===== src/rtl/bakraid_prog_pkg.sv =====
// Shared types for the download write buffer: queued word entry, drain FSM states,
// and the lane-mask helpers used when merging mapper bytes.
package bakraid_prog_pkg;

  localparam int         PROG_AW   = 22;
  localparam logic [1:0] MASK_NONE = 2'b11;

  typedef enum logic [1:0] {
    ST_IDLE  = 2'd0,
    ST_ISSUE = 2'd1,
    ST_GAP   = 2'd2
  } state_t;

  typedef struct packed {
    logic [PROG_AW-1:0] addr;
    logic [1:0]         ba;
    logic [15:0]        data;
    logic [1:0]         mask;
  } entry_t;

  // Odd source byte lands in the low lane (bit0), even byte in the high lane (bit1).
  function automatic logic [1:0] lane_of(input logic odd);
    return odd ? 2'b01 : 2'b10;
  endfunction

endpackage


===== src/rtl/bakraid_prog_wrbuf_if.sv =====
// Mapper byte-write port plus SDRAM programming port of the download write buffer.
interface bakraid_prog_wrbuf_if #(
  parameter int AW = 22
);
  logic          WR_VALID;
  logic          WR_READY;
  logic [AW-1:0] WR_ADDR;
  logic [1:0]    WR_BA;
  logic          WR_ODD;
  logic [7:0]    WR_DATA;
  logic          FLUSH;
  logic [AW-1:0] PROG_ADDR;
  logic [15:0]   PROG_DATA;
  logic [1:0]    PROG_MASK;
  logic [1:0]    PROG_BA;
  logic          PROG_WE;
  logic          PROG_RDY;
  logic          BUSY;

  modport master (
    output WR_VALID, WR_ADDR, WR_BA, WR_ODD, WR_DATA, FLUSH, PROG_RDY,
    input  WR_READY, PROG_ADDR, PROG_DATA, PROG_MASK, PROG_BA, PROG_WE, BUSY
  );

  modport slave (
    input  WR_VALID, WR_ADDR, WR_BA, WR_ODD, WR_DATA, FLUSH, PROG_RDY,
    output WR_READY, PROG_ADDR, PROG_DATA, PROG_MASK, PROG_BA, PROG_WE, BUSY
  );
endinterface


===== src/rtl/bakraid_prog_fifo.sv =====
// Generic synchronous FIFO; pointers carry one extra wrap bit so full and empty differ.
module bakraid_prog_fifo #(
  parameter  int DEPTH = 8,
  parameter  int W     = 8,
  localparam int PW    = $clog2(DEPTH)
) (
  input  logic         i_clk,
  input  logic         i_rst_n,
  input  logic         i_push,
  input  logic [W-1:0] i_data,
  input  logic         i_pop,
  output logic [W-1:0] o_data,
  output logic         o_full,
  output logic         o_empty,
  output logic [PW:0]  o_count
);
  logic [W-1:0] r_mem [DEPTH];
  logic [PW:0]  r_wptr, r_rptr;
  logic         w_do_push, w_do_pop;

  assign o_empty   = (r_wptr == r_rptr);
  assign o_full    = (r_wptr[PW] != r_rptr[PW]) && (r_wptr[PW-1:0] == r_rptr[PW-1:0]);
  assign o_count   = r_wptr - r_rptr;
  assign o_data    = r_mem[r_rptr[PW-1:0]];
  assign w_do_pop  = i_pop & ~o_empty;
  assign w_do_push = i_push & (~o_full | w_do_pop);

  always_ff @(posedge i_clk or negedge i_rst_n) begin
    if (!i_rst_n) begin
      r_wptr <= '0;
      r_rptr <= '0;
    end else begin
      if (w_do_push) r_wptr <= r_wptr + 1'b1;
      if (w_do_pop)  r_rptr <= r_rptr + 1'b1;
    end
  end

  always_ff @(posedge i_clk) begin
    if (w_do_push) r_mem[r_wptr[PW-1:0]] <= i_data;
  end

endmodule


===== src/rtl/bakraid_prog_wrbuf.sv =====
// Download write buffer: merges mapper bytes into 16-bit words, queues them, and drains
// them to the SDRAM programming port. Define BAKRAID_PROG_CHKSUM_EN for CHKSUM/CHKSUM_CLR.
module bakraid_prog_wrbuf
  import bakraid_prog_pkg::*;
#(
  parameter int DEPTH = 8,
  parameter int AW    = 22
) (
  input  logic                CLK,
  input  logic                RESET_N,
`ifdef BAKRAID_PROG_CHKSUM_EN
  input  logic                CHKSUM_CLR,
  output logic [15:0]         CHKSUM,
`endif
  bakraid_prog_wrbuf_if.slave bus
);
  localparam int          PW       = $clog2(DEPTH);
  localparam logic [PW:0] CNT_FULL = (PW+1)'(DEPTH);

  logic          r_mr_vld;
  logic [AW-1:0] r_mr_addr;
  logic [1:0]    r_mr_ba, r_mr_lane;
  logic [15:0]   r_mr_data;
  logic          r_wr_ready, r_flush_pend;
  logic [AW-1:0] r_prog_addr;
  logic [15:0]   r_prog_data;
  logic [1:0]    r_prog_mask, r_prog_ba;
  logic          r_prog_we;
  state_t        r_state, w_state_nxt;

  entry_t        w_mr_ent, w_push_ent, w_pop_ent;
  logic          w_push, w_pop, w_full, w_empty, w_done;
  logic          w_wr_ready, w_acc, w_flush_req, w_flush_push, w_same, w_mr_load, w_mr_clr;
  logic [1:0]    w_lane;
  logic [PW:0]   w_count, w_cnt_nxt;

  assign w_wr_ready   = r_wr_ready & ~bus.FLUSH & ~r_flush_pend;
  assign w_acc        = bus.WR_VALID & w_wr_ready;
  assign w_flush_req  = bus.FLUSH | r_flush_pend;
  assign w_flush_push = w_flush_req & r_mr_vld & ~w_full;
  assign w_lane       = lane_of(bus.WR_ODD);
  assign w_same       = r_mr_vld && (r_mr_ba == bus.WR_BA) && (r_mr_addr == bus.WR_ADDR)
                        && ((r_mr_lane & w_lane) == 2'b00);
  assign w_mr_ent     = '{addr: PROG_AW'(r_mr_addr), ba: r_mr_ba, data: r_mr_data, mask: ~r_mr_lane};
  assign w_cnt_nxt    = w_count + (PW+1)'(w_push) - (PW+1)'(w_pop);

  // Merge stage: a flush push wins; WR_READY is already low while a flush is in progress.
  always_comb begin
    w_push     = 1'b0;
    w_push_ent = w_mr_ent;
    w_mr_load  = 1'b0;
    w_mr_clr   = 1'b0;
    if (w_flush_push) begin
      w_push   = 1'b1;
      w_mr_clr = 1'b1;
    end else if (w_acc) begin
      if (!r_mr_vld) begin
        w_mr_load = 1'b1;
      end else if (w_same) begin
        w_push          = 1'b1;
        w_push_ent.data = bus.WR_ODD ? {r_mr_data[15:8], bus.WR_DATA}
                                     : {bus.WR_DATA, r_mr_data[7:0]};
        w_push_ent.mask = 2'b00;
        w_mr_clr        = 1'b1;
      end else begin
        w_push    = 1'b1;
        w_mr_load = 1'b1;
      end
    end
  end

  always_ff @(posedge CLK or negedge RESET_N) begin
    if (!RESET_N) begin
      r_mr_vld     <= 1'b0;
      r_wr_ready   <= 1'b1;
      r_flush_pend <= 1'b0;
    end else begin
      if (w_mr_load)     r_mr_vld <= 1'b1;
      else if (w_mr_clr) r_mr_vld <= 1'b0;
      r_wr_ready   <= (w_cnt_nxt < CNT_FULL);
      r_flush_pend <= w_flush_req & r_mr_vld & w_full;
    end
  end

  always_ff @(posedge CLK) begin
    if (w_mr_load) begin
      r_mr_addr <= bus.WR_ADDR;
      r_mr_ba   <= bus.WR_BA;
      r_mr_data <= {bus.WR_DATA, bus.WR_DATA};
      r_mr_lane <= w_lane;
    end
  end

  bakraid_prog_fifo #(.DEPTH(DEPTH), .W($bits(entry_t))) u_fifo (
    .i_clk   (CLK),
    .i_rst_n (RESET_N),
    .i_push  (w_push),
    .i_data  (w_push_ent),
    .i_pop   (w_pop),
    .o_data  (w_pop_ent),
    .o_full  (w_full),
    .o_empty (w_empty),
    .o_count (w_count)
  );

  // Drain stage: pop into the output registers, hold until PROG_RDY, then one gap cycle.
  always_comb begin
    w_state_nxt = r_state;
    w_pop       = 1'b0;
    case (r_state)
      ST_IDLE:  if (!w_empty) begin
                  w_pop       = 1'b1;
                  w_state_nxt = ST_ISSUE;
                end
      ST_ISSUE: if (bus.PROG_RDY) w_state_nxt = ST_GAP;
      ST_GAP:   w_state_nxt = ST_IDLE;
      default:  w_state_nxt = ST_IDLE;
    endcase
  end

  assign w_done = (r_state == ST_ISSUE) & bus.PROG_RDY;

  always_ff @(posedge CLK or negedge RESET_N) begin
    if (!RESET_N) begin
      r_state     <= ST_IDLE;
      r_prog_we   <= 1'b0;
      r_prog_addr <= '0;
      r_prog_data <= '0;
      r_prog_mask <= MASK_NONE;
      r_prog_ba   <= '0;
    end else begin
      r_state <= w_state_nxt;
      if (w_pop) begin
        r_prog_we   <= 1'b1;
        r_prog_addr <= AW'(w_pop_ent.addr);
        r_prog_data <= w_pop_ent.data;
        r_prog_mask <= w_pop_ent.mask;
        r_prog_ba   <= w_pop_ent.ba;
      end else if (w_done) begin
        r_prog_we <= 1'b0;
      end
    end
  end

`ifdef BAKRAID_PROG_CHKSUM_EN
  logic [15:0] r_chksum;

  always_ff @(posedge CLK or negedge RESET_N) begin
    if (!RESET_N)        r_chksum <= '0;
    else if (CHKSUM_CLR) r_chksum <= '0;
    else if (w_done)     r_chksum <= r_chksum
                           + (r_prog_data & {{8{~r_prog_mask[1]}}, {8{~r_prog_mask[0]}}});
  end

  assign CHKSUM = r_chksum;
`endif

  assign bus.WR_READY  = w_wr_ready;
  assign bus.PROG_ADDR = r_prog_addr;
  assign bus.PROG_DATA = r_prog_data;
  assign bus.PROG_MASK = r_prog_mask;
  assign bus.PROG_BA   = r_prog_ba;
  assign bus.PROG_WE   = r_prog_we;
  assign bus.BUSY      = r_mr_vld | ~w_empty | (r_state != ST_IDLE);

endmodule


===== src/flat_wrapper.sv =====
// flat-port wrapper written by rule: the top's interface ports become plain ports
module bakraid_prog_wrbuf_flat import bakraid_prog_pkg::*;
#(
  parameter int DEPTH = 8,
  parameter int AW    = 22
)
  (CLK, RESET_N, bus_WR_VALID, bus_WR_ADDR, bus_WR_BA, bus_WR_ODD, bus_WR_DATA, bus_FLUSH, bus_PROG_RDY, bus_WR_READY, bus_PROG_ADDR, bus_PROG_DATA, bus_PROG_MASK, bus_PROG_BA, bus_PROG_WE, bus_BUSY);
  bakraid_prog_wrbuf_if #(.AW(AW)) bus_i ();
  input  logic CLK;
  input  logic RESET_N;
  input wire logic [$bits(bus_i.WR_VALID)-1:0] bus_WR_VALID;
  input wire logic [$bits(bus_i.WR_ADDR)-1:0] bus_WR_ADDR;
  input wire logic [$bits(bus_i.WR_BA)-1:0] bus_WR_BA;
  input wire logic [$bits(bus_i.WR_ODD)-1:0] bus_WR_ODD;
  input wire logic [$bits(bus_i.WR_DATA)-1:0] bus_WR_DATA;
  input wire logic [$bits(bus_i.FLUSH)-1:0] bus_FLUSH;
  input wire logic [$bits(bus_i.PROG_RDY)-1:0] bus_PROG_RDY;
  output wire logic [$bits(bus_i.WR_READY)-1:0] bus_WR_READY;
  output wire logic [$bits(bus_i.PROG_ADDR)-1:0] bus_PROG_ADDR;
  output wire logic [$bits(bus_i.PROG_DATA)-1:0] bus_PROG_DATA;
  output wire logic [$bits(bus_i.PROG_MASK)-1:0] bus_PROG_MASK;
  output wire logic [$bits(bus_i.PROG_BA)-1:0] bus_PROG_BA;
  output wire logic [$bits(bus_i.PROG_WE)-1:0] bus_PROG_WE;
  output wire logic [$bits(bus_i.BUSY)-1:0] bus_BUSY;
  assign bus_i.WR_VALID = bus_WR_VALID;
  assign bus_i.WR_ADDR = bus_WR_ADDR;
  assign bus_i.WR_BA = bus_WR_BA;
  assign bus_i.WR_ODD = bus_WR_ODD;
  assign bus_i.WR_DATA = bus_WR_DATA;
  assign bus_i.FLUSH = bus_FLUSH;
  assign bus_i.PROG_RDY = bus_PROG_RDY;
  assign bus_WR_READY = bus_i.WR_READY;
  assign bus_PROG_ADDR = bus_i.PROG_ADDR;
  assign bus_PROG_DATA = bus_i.PROG_DATA;
  assign bus_PROG_MASK = bus_i.PROG_MASK;
  assign bus_PROG_BA = bus_i.PROG_BA;
  assign bus_PROG_WE = bus_i.PROG_WE;
  assign bus_BUSY = bus_i.BUSY;
  bakraid_prog_wrbuf #(.DEPTH(DEPTH), .AW(AW)) u_core (.CLK(CLK), .RESET_N(RESET_N), .bus(bus_i));
endmodule

===== config.mk =====
export PLATFORM = sky130hd
export DESIGN_NAME = bakraid_prog_wrbuf_flat
export DESIGN_NICKNAME = d
export VERILOG_FILES = /design/src/rtl/bakraid_prog_pkg.sv /design/src/rtl/bakraid_prog_wrbuf_if.sv /design/src/rtl/bakraid_prog_fifo.sv /design/src/rtl/bakraid_prog_wrbuf.sv /design/src/flat_wrapper.sv
export SDC_FILE = /design/constraint.sdc
export NUM_CORES = 1
export LEC_CHECK = 0
export BUFFER_PORTS_ARGS = -buffer_cell sky130_fd_sc_hd__buf_4
export CAP_MARGIN = 10
export CORE_MARGIN = 4
export CORE_UTILIZATION = 65
export DETAILED_ROUTE_END_ITERATION = 12
export PLACE_DENSITY = 0.86
export RECOVER_POWER = 25
export SLEW_MARGIN = 20
export SYNTH_ARGS = -nofsm -noshare
export SYNTH_HDL_FRONTEND = slang
export SYNTH_SLANG_ARGS = --single-unit

===== constraint.sdc =====
create_clock -name CLK -period 7.03 [get_ports CLK]
set_input_delay 1.7575 -clock CLK [delete_from_list [all_inputs] [get_ports CLK]]
set_output_delay 1.7575 -clock CLK [all_outputs]
set_load 0.05 [all_outputs]

Word-level counts from Yosys, hierarchy flattened

Memories as Yosys holds them, arrays and structs flattened. A register that Yosys moved wholly into a read port is not among the register bits.
Cells that the tools add are included.

Bits in registers: 56
Bits in latches: 0
Bits in writable memories: 336
Bits in read-only memories: 0
Bits of input ports: 38
Output and inout port bits: 45
Word-level logic and storage cells: 84
Memories: 1

Add/sub/neg operators: 5
Multipliers: 0
Div/mod/pow operators: 0
Magnitude comparators: 1
Eq/ne operators: 8
Shifts and indexed selects: 0
Mux-type cells: 28
Bitwise gates (word level): 19
Reductions and logical operators: 11

Memories:

| name                | words | bits a word | rd ports | clocked after Yosys merged registers in | write ports | line                    | RTL |
|---|---|---|---|---|---|---|---|
| u_core.u_fifo.r_mem | 8     | 42          | 1        | 1                                       | 1           | bakraid_prog_fifo.sv:17 | `logic [W-1:0] r_mem [DEPTH];` |

Operator list:

| kind                                              | number |
|---|---|
| two-way mux 18 bit                                | 4 |
| == test 22 bit                                    | 1 |
| two-way mux 1 bit                                 | 19 |
| two-way mux 16 bit                                | 1 |
| bitwise AND 1 bit                                 | 9 |
| adder 4 x 1 -> 4 bit, second input constant       | 2 |
| two-way mux 2 bit                                 | 3 |
| nonzero test 2 bit                                | 3 |
| adder 4 x 1 -> 4 bit                              | 1 |
| == test 4 bit                                     | 1 |
| logical AND 1 bit                                 | 4 |
| zero test 2 bit                                   | 2 |
| less-than comparator 4 bit, second input constant | 1 |
| != test 2 bit, second input constant              | 2 |
| NOT 1 bit                                         | 4 |
| OR 1 bit                                          | 4 |
| one-hot mux 2 bit (2 select lines)                | 1 |
| subtractor 4 x 1 -> 4 bit                         | 1 |
| subtractor 4 bit                                  | 1 |
| == test 3 bit                                     | 1 |
| bitwise AND 2 bit                                 | 1 |
| == test 2 x 1 -> 1 bit, second input constant     | 1 |
| == test 2 bit                                     | 1 |
| NOT 2 bit                                         | 1 |
| 3 further kinds                                   | 3 |

Logic depth before layout (Yosys ltp)

Depth in word-level cells: 10
Gate-level depth with buffers: 12
Gate-level depth less buffers: 10

By module

Synthesis repeated with hierarchy kept, for this count alone.

Cell total of the unflattened synthesis: 851
Area total of the unflattened synthesis: 16662.2 um^2

By module, submodules not included:

| module             | times used | cells each | area an instance (um^2) | seq. area each (um^2) |
|---|---|---|---|---|
| bakraid_prog_fifo  | 1          | 637        | 13202.7                 | 10289.9 |
| bakraid_prog_wrbuf | 1          | 214        | 3459.6                  | 2225.9 |

Worst setup path after synthesis

OpenSTA, ideal clock, no wires.

Path kind: input-to-reg
Start: input bus_FLUSH
End: memory u_core.u_fifo.r_mem[0][0] in the netlist's numbering (enable)
Setup time: 0.494 ns
Arrival: 5.330 ns
Data required time: 6.536 ns
Slack: 1.206 ns
Stages: 5
Path buffers: 0
Cells stage by stage: nor2_1 and3_1 a32o_2 nand2_1 nor3_1

Longest elaborated chain between the ends: 9
Elaborated cells on any way between the ends: 12
Classes of those cells: mux (4); bitwise (8)

Ends and longest elaborated chain:

| element                                     | line                     | RTL |
|---|---|---|
| start: declaration                          | flat_wrapper.sv:16       | `input wire logic [$bits(bus_i.FLUSH)-1:0] bus_FLUSH;` |
| NOT 1 bit                                   | bakraid_prog_wrbuf.sv:37 | `assign w_wr_ready = r_wr_ready & ~bus.FLUSH & ~r_flush_pend;` |
| bitwise AND 1 bit (2 in a row)              | bakraid_prog_wrbuf.sv:37 |  |
| bitwise AND 1 bit                           | bakraid_prog_wrbuf.sv:38 | `assign w_acc = bus.WR_VALID & w_wr_ready;` |
| two-way mux 1 bit                           | bakraid_prog_wrbuf.sv:56 | `end else if (w_acc) begin` |
| two-way mux 1 bit (*)                       | bakraid_prog_wrbuf.sv:53 | `if (w_flush_push) begin` |
| bitwise AND 1 bit (*)                       | bakraid_prog_fifo.sv:26  | `assign w_do_push = i_push & (~o_full \| w_do_pop);` |
| two-way mux 1 bit (*)                       | bakraid_prog_fifo.sv:39  | `if (w_do_push) r_mem[r_wptr[PW-1:0]] <= i_data;` |
| two-way mux 1 bit (implied by the code) (*) | bakraid_prog_fifo.sv:39  |  |
| end: declaration                            | bakraid_prog_fifo.sv:17  |  |

Every way passes the cells marked *; elsewhere a longest branch is shown, timed or not.

Final worst setup path

Start: register u_core.u_fifo.r_rptr[1]
End: output bus_BUSY

Longest elaborated chain between the ends: 4

Ends and longest elaborated chain:

| element                  | line                      | RTL |
|---|---|---|
| start: declaration       | bakraid_prog_fifo.sv:18   | `logic [PW:0] r_wptr, r_rptr;` |
| start signal: assignment | bakraid_prog_fifo.sv:34   | `if (w_do_pop) r_rptr <= r_rptr + 1'b1;` |
| == test 4 bit            | bakraid_prog_fifo.sv:21   | `assign o_empty = (r_wptr == r_rptr);` |
| NOT 1 bit                | bakraid_prog_wrbuf.sv:164 | `assign bus.BUSY = r_mr_vld \| ~w_empty \| (r_state != ST_IDLE);` |
| OR 1 bit (2 in a row)    | bakraid_prog_wrbuf.sv:164 |  |
| end: declaration         | flat_wrapper.sv:24        | `output wire logic [$bits(bus_i.BUSY)-1:0] bus_BUSY;` |

Every way passes these cells.

==> summary.txt <==
Layout
  – Fin area: 0.0186 mm²
  – Area growth, synth to finish: 13.4%
  – Most frequent cells in the layout: edfxtp_1 (370), nand2_1 (93), mux4_2 (84)
  – Layout cells sized above 1: approximately a quarter
  – Most common cell after layout, fill and taps aside: edfxtp_1
  – Util after Layout: 75.8%
  – Final-stage net count: 1013
  – Ant. Diodes: 0

Clocking
  – Skew-Pair Late Insertion Delay: around 560 ps
  – Post-CTS Hold Buffers: 0
  – H-tree Lvls: 2
  – Post-CTS Setup Repair Bufs: 0
  – CTS tree: yes
  – Clock Pin Slew Worst Setup and Hold Paths: 60 ps
  – CTS root buf: clkbuf_16
  – Cts bufs inserted: a little over 40
  – TritonCTS Sinks: approximately 430
  – CTS Buffer Depth: 3
  – CTS-repair resized insts: 0

Synthesis
  – Area leader, netlist: edfxtp_1
  – Post-Syn Area: 0.0164 mm²
  – Cell variety after synth: 44
  – Mux share of post-synthesis cell area: approximately an eighth
  – Synth Area in Compound Gates: 2.16%
  – Largest family of logic cells by synthesized area: multiplexers
  – Simple logic cell fraction of the synthesized area: under 10%
  – Top FF cell, synth: edfxtp_1
  – EDFF count, synth: 370
  – Mapped Avg Cell Area: roughly 19 µm²
  – Dominant cells by area after synthesis: edfxtp_1 (68%), mux4_2 (12%), dfrtp_1 (8.1%)
  – Top-area cell type share of the netlist area: around two thirds
  – Synth Net Count: approximately 910
  – Xor-xnor portion of the synthesized cell area: roughly 1.5%
  – Yosys warns: 0
  – Sequential area share after synthesis: about three quarters
  – Synth Register Bits: about 430
  – Adder-Cell Fraction of Synth Area: less than 1%
  – Async S/R FF share, synth: 13.1%
  – Cell count after synthesis: approximately 870

Die
  – CORE AREA: roughly 0.025 mm²
  – Die Y: ~170 µm
  – Site row count: between 50 and 60
  – Initial Utilization: around 67%
  – # IOs: 83
  – Die X: around 170 µm
  – Die area: 0.0279 mm²

Timing
  – Unrepaired setup endpoints after global routing: false
  – Period utilization: around 64%
  – Fin Setup TNS: 0 ps
  – Max Clk Rate: about 220 MHz
  – Final hold slack: roughly 500 ps
  – Measured slew at the worst slew-check pin: 1100 ps
  – Fin. Hold Viols: 0
  – Slew Limit Fails: 0
  – Tmin final: 4530 ps
  – Worst rel slew slack: 26.8%
  – Final setup vio count: 0
  – Clock skew: between 20 and 30 ps
  – Final worst setup slack: 2500 ps

Route
  – DR vias: ~8600
  – Final wirelength: ~36 mm
  – Pre-Repair DR Iteration Count: 5
  – Drt first-iter violations: a little under 1000
  – Vias per cell: between 6 and 7
  – Post-DR wirelength/cell: 27.1 µm
  – Residual DRC count: 0
  – Post-route ant nets: 0

Place
  – DP Area: roughly 0.017 mm²
  – Routability cong.: approximately 0.84
  – DPL Wire Length: slightly below 20 mm
  – Pre-CTS setup slack: around 2600 ps
  – PortBufs: roughly 80

Hold path
  – HP Class: register to register

Critical path
  – CP Buf/Inv Count: 1
  – Worst Path Max Fanout: 46
  – CP Cell Sequence: xor2_1 > nand4bb_1 > or4_1 > buf_4
  – Largest stage delay on the critical path: 1090 ps
  – Critical path class: register to primary output
  – Worst Setup End Kind: primary output
  – Slowest cell on crit path: dfrtp_2
  – CP arrival: around 2800 ps
  – Required @ worst endpoint: between 5000 and 6000 ps
  – Critical Path Start Type: register
  – Critical path's top delay family: flip-flops

Global routing
  – Initial antenna violation count: 0
  – Vias in the first global route: roughly 9000
  – GRT Total Usage: roughly a quarter
  – Pin count of the biggest net entering global routing: 90
  – Congestion Overflow GR: 0
  – First-pass GRT wire length: 55.3 mm

Power and ir drop
  – Switching Share: between 30 and 40%
  – Clock share of power: a little over a quarter
  – Net Sw Power: approximately 0.0027 W
  – Internal: approximately 0.0053 W
  – LEAKAGE: 6.23 nW
  – Worst IR Drop VDD: 521 µV
  – P per Cell Area: between 400 and 500 mW/mm²
  – Comb power frac: between 30% and 40%
  – Sequential power share: between 40% and 50%

Flow run
  – Max_cap viols: 0

Status
  – Status: complete, no violations
==> power by group through the flow <==
stage	sequential (W)	combinational, W	clock (W)
after floorplan	0.00371	0.00144	0
after global placement	0.00341	0.00233	0
after detailed placement	0.00343	0.00240	0
after CTS	0.00338	0.00245	0.00216
after global routing	0.00342	0.00259	0.00229
final	0.00339	0.00241	0.00214
==> worst paths after layout <==
check	from	endpoint	slack, ps	cells after the start
worst max register to register	u_core.u_fifo.r_rptr[1]$_DFFE_PN0P_	u_core.r_wr_ready$_DFF_PN1_	3290	9
max in group asynchronous	RESET_N	u_core.u_fifo.r_rptr[2]$_DFFE_PN0P_	5030	1
worst min register to register	u_core.u_fifo.r_rptr[3]$_DFFE_PN0P_	u_core.u_fifo.r_rptr[3]$_DFFE_PN0P_	500	1
min in group asynchronous	RESET_N	u_core.bus.PROG_ADDR[11]$_DFFE_PN0P_	1330	1
worst max-delay path	u_core.u_fifo.r_rptr[1]$_DFFE_PN0P_	bus_BUSY	2500	4
worst min-delay path	u_core.u_fifo.r_rptr[3]$_DFFE_PN0P_	u_core.u_fifo.r_rptr[3]$_DFFE_PN0P_	500	1
==> layer usage <==
| layer | up-vias | GRT usage, % | share of wire [%] | wire length [µm] |
|---|---|---|---|---|
| met2 | 517 | 43.8 | 51 | 18300 |
| met4 | 0 | 8.43 | 2.6 | 933 |
| met3 | 78 | 4.65 | 8.5 | 3060 |
| met1 | 4411 | 36.8 | 38 | 13700 |
| li1 | 3621 | - | - | - |
| met5 | - | 0 | 0 | 0 |
==> cell families (layout without fill, tap and decap cells) <==
family                     after synthesis  after routing
adders and majority gates                6              6
xor gates and xnor gates                28             28
and+or+nand+nor                        202            202
DFF                                    426            426
muxes                                  101            101
AOI/OAI and AO/OA                       55             55
buffers and inverters                   51            183
==> synthesized netlist by cell type, drive strengths merged (2+ instances only) <==
cell type / instances
xnor2: 20
xor2: 8
nor3: 5
ha: 4
edfxtp: 370
a31oi: 42
buf: 25
o21ai: 5
nand2b: 10
dfrtp: 53
inv: 9
nand2: 93
mux4: 84
dfstp: 3
fa: 2
nor2b: 9
or4: 3
mux2: 17
nor2: 56
nand4: 9
o2111ai: 3
nand3: 2
nor4: 4
and3: 3
clkbuf: 16
==> state kept, by name, summed over array words and instances (netlist names), 4 cells and up <==
| register | cells |
|---|---|
| u_core.bus.PROG_DATA | 16 |
| u_core.r_mr_addr | 22 |
| u_core.u_fifo.r_rptr | 4 |
| u_core.bus.PROG_ADDR | 22 |
| u_core.u_fifo.r_mem | 336 |
| u_core.u_fifo.r_wptr | 4 |
| u_core.r_mr_data | 8 |
==> per-stage QoR <==
step / cells / power, W
floorplan: 869 / 0.00515
global placement: 1250 / 0.00574
detailed placement: 1250 / 0.00582
CTS: 1325 / 0.00799
global route: 1325 / 0.00830
finish: 1325 / 0.00793
==> final cells by class <==
type / count / area, µm²
tap: 324 / 405
timing repair buffer: 98 / 619
multi-input combinational: 392 / 3760
clock inverter: 15 / 173
sequential: 426 / 12500
fill: 1323 / 5960
inverter: 10 / 37.5
clock buffer: 60 / 1130
Power figures use the tool's default switching activity.
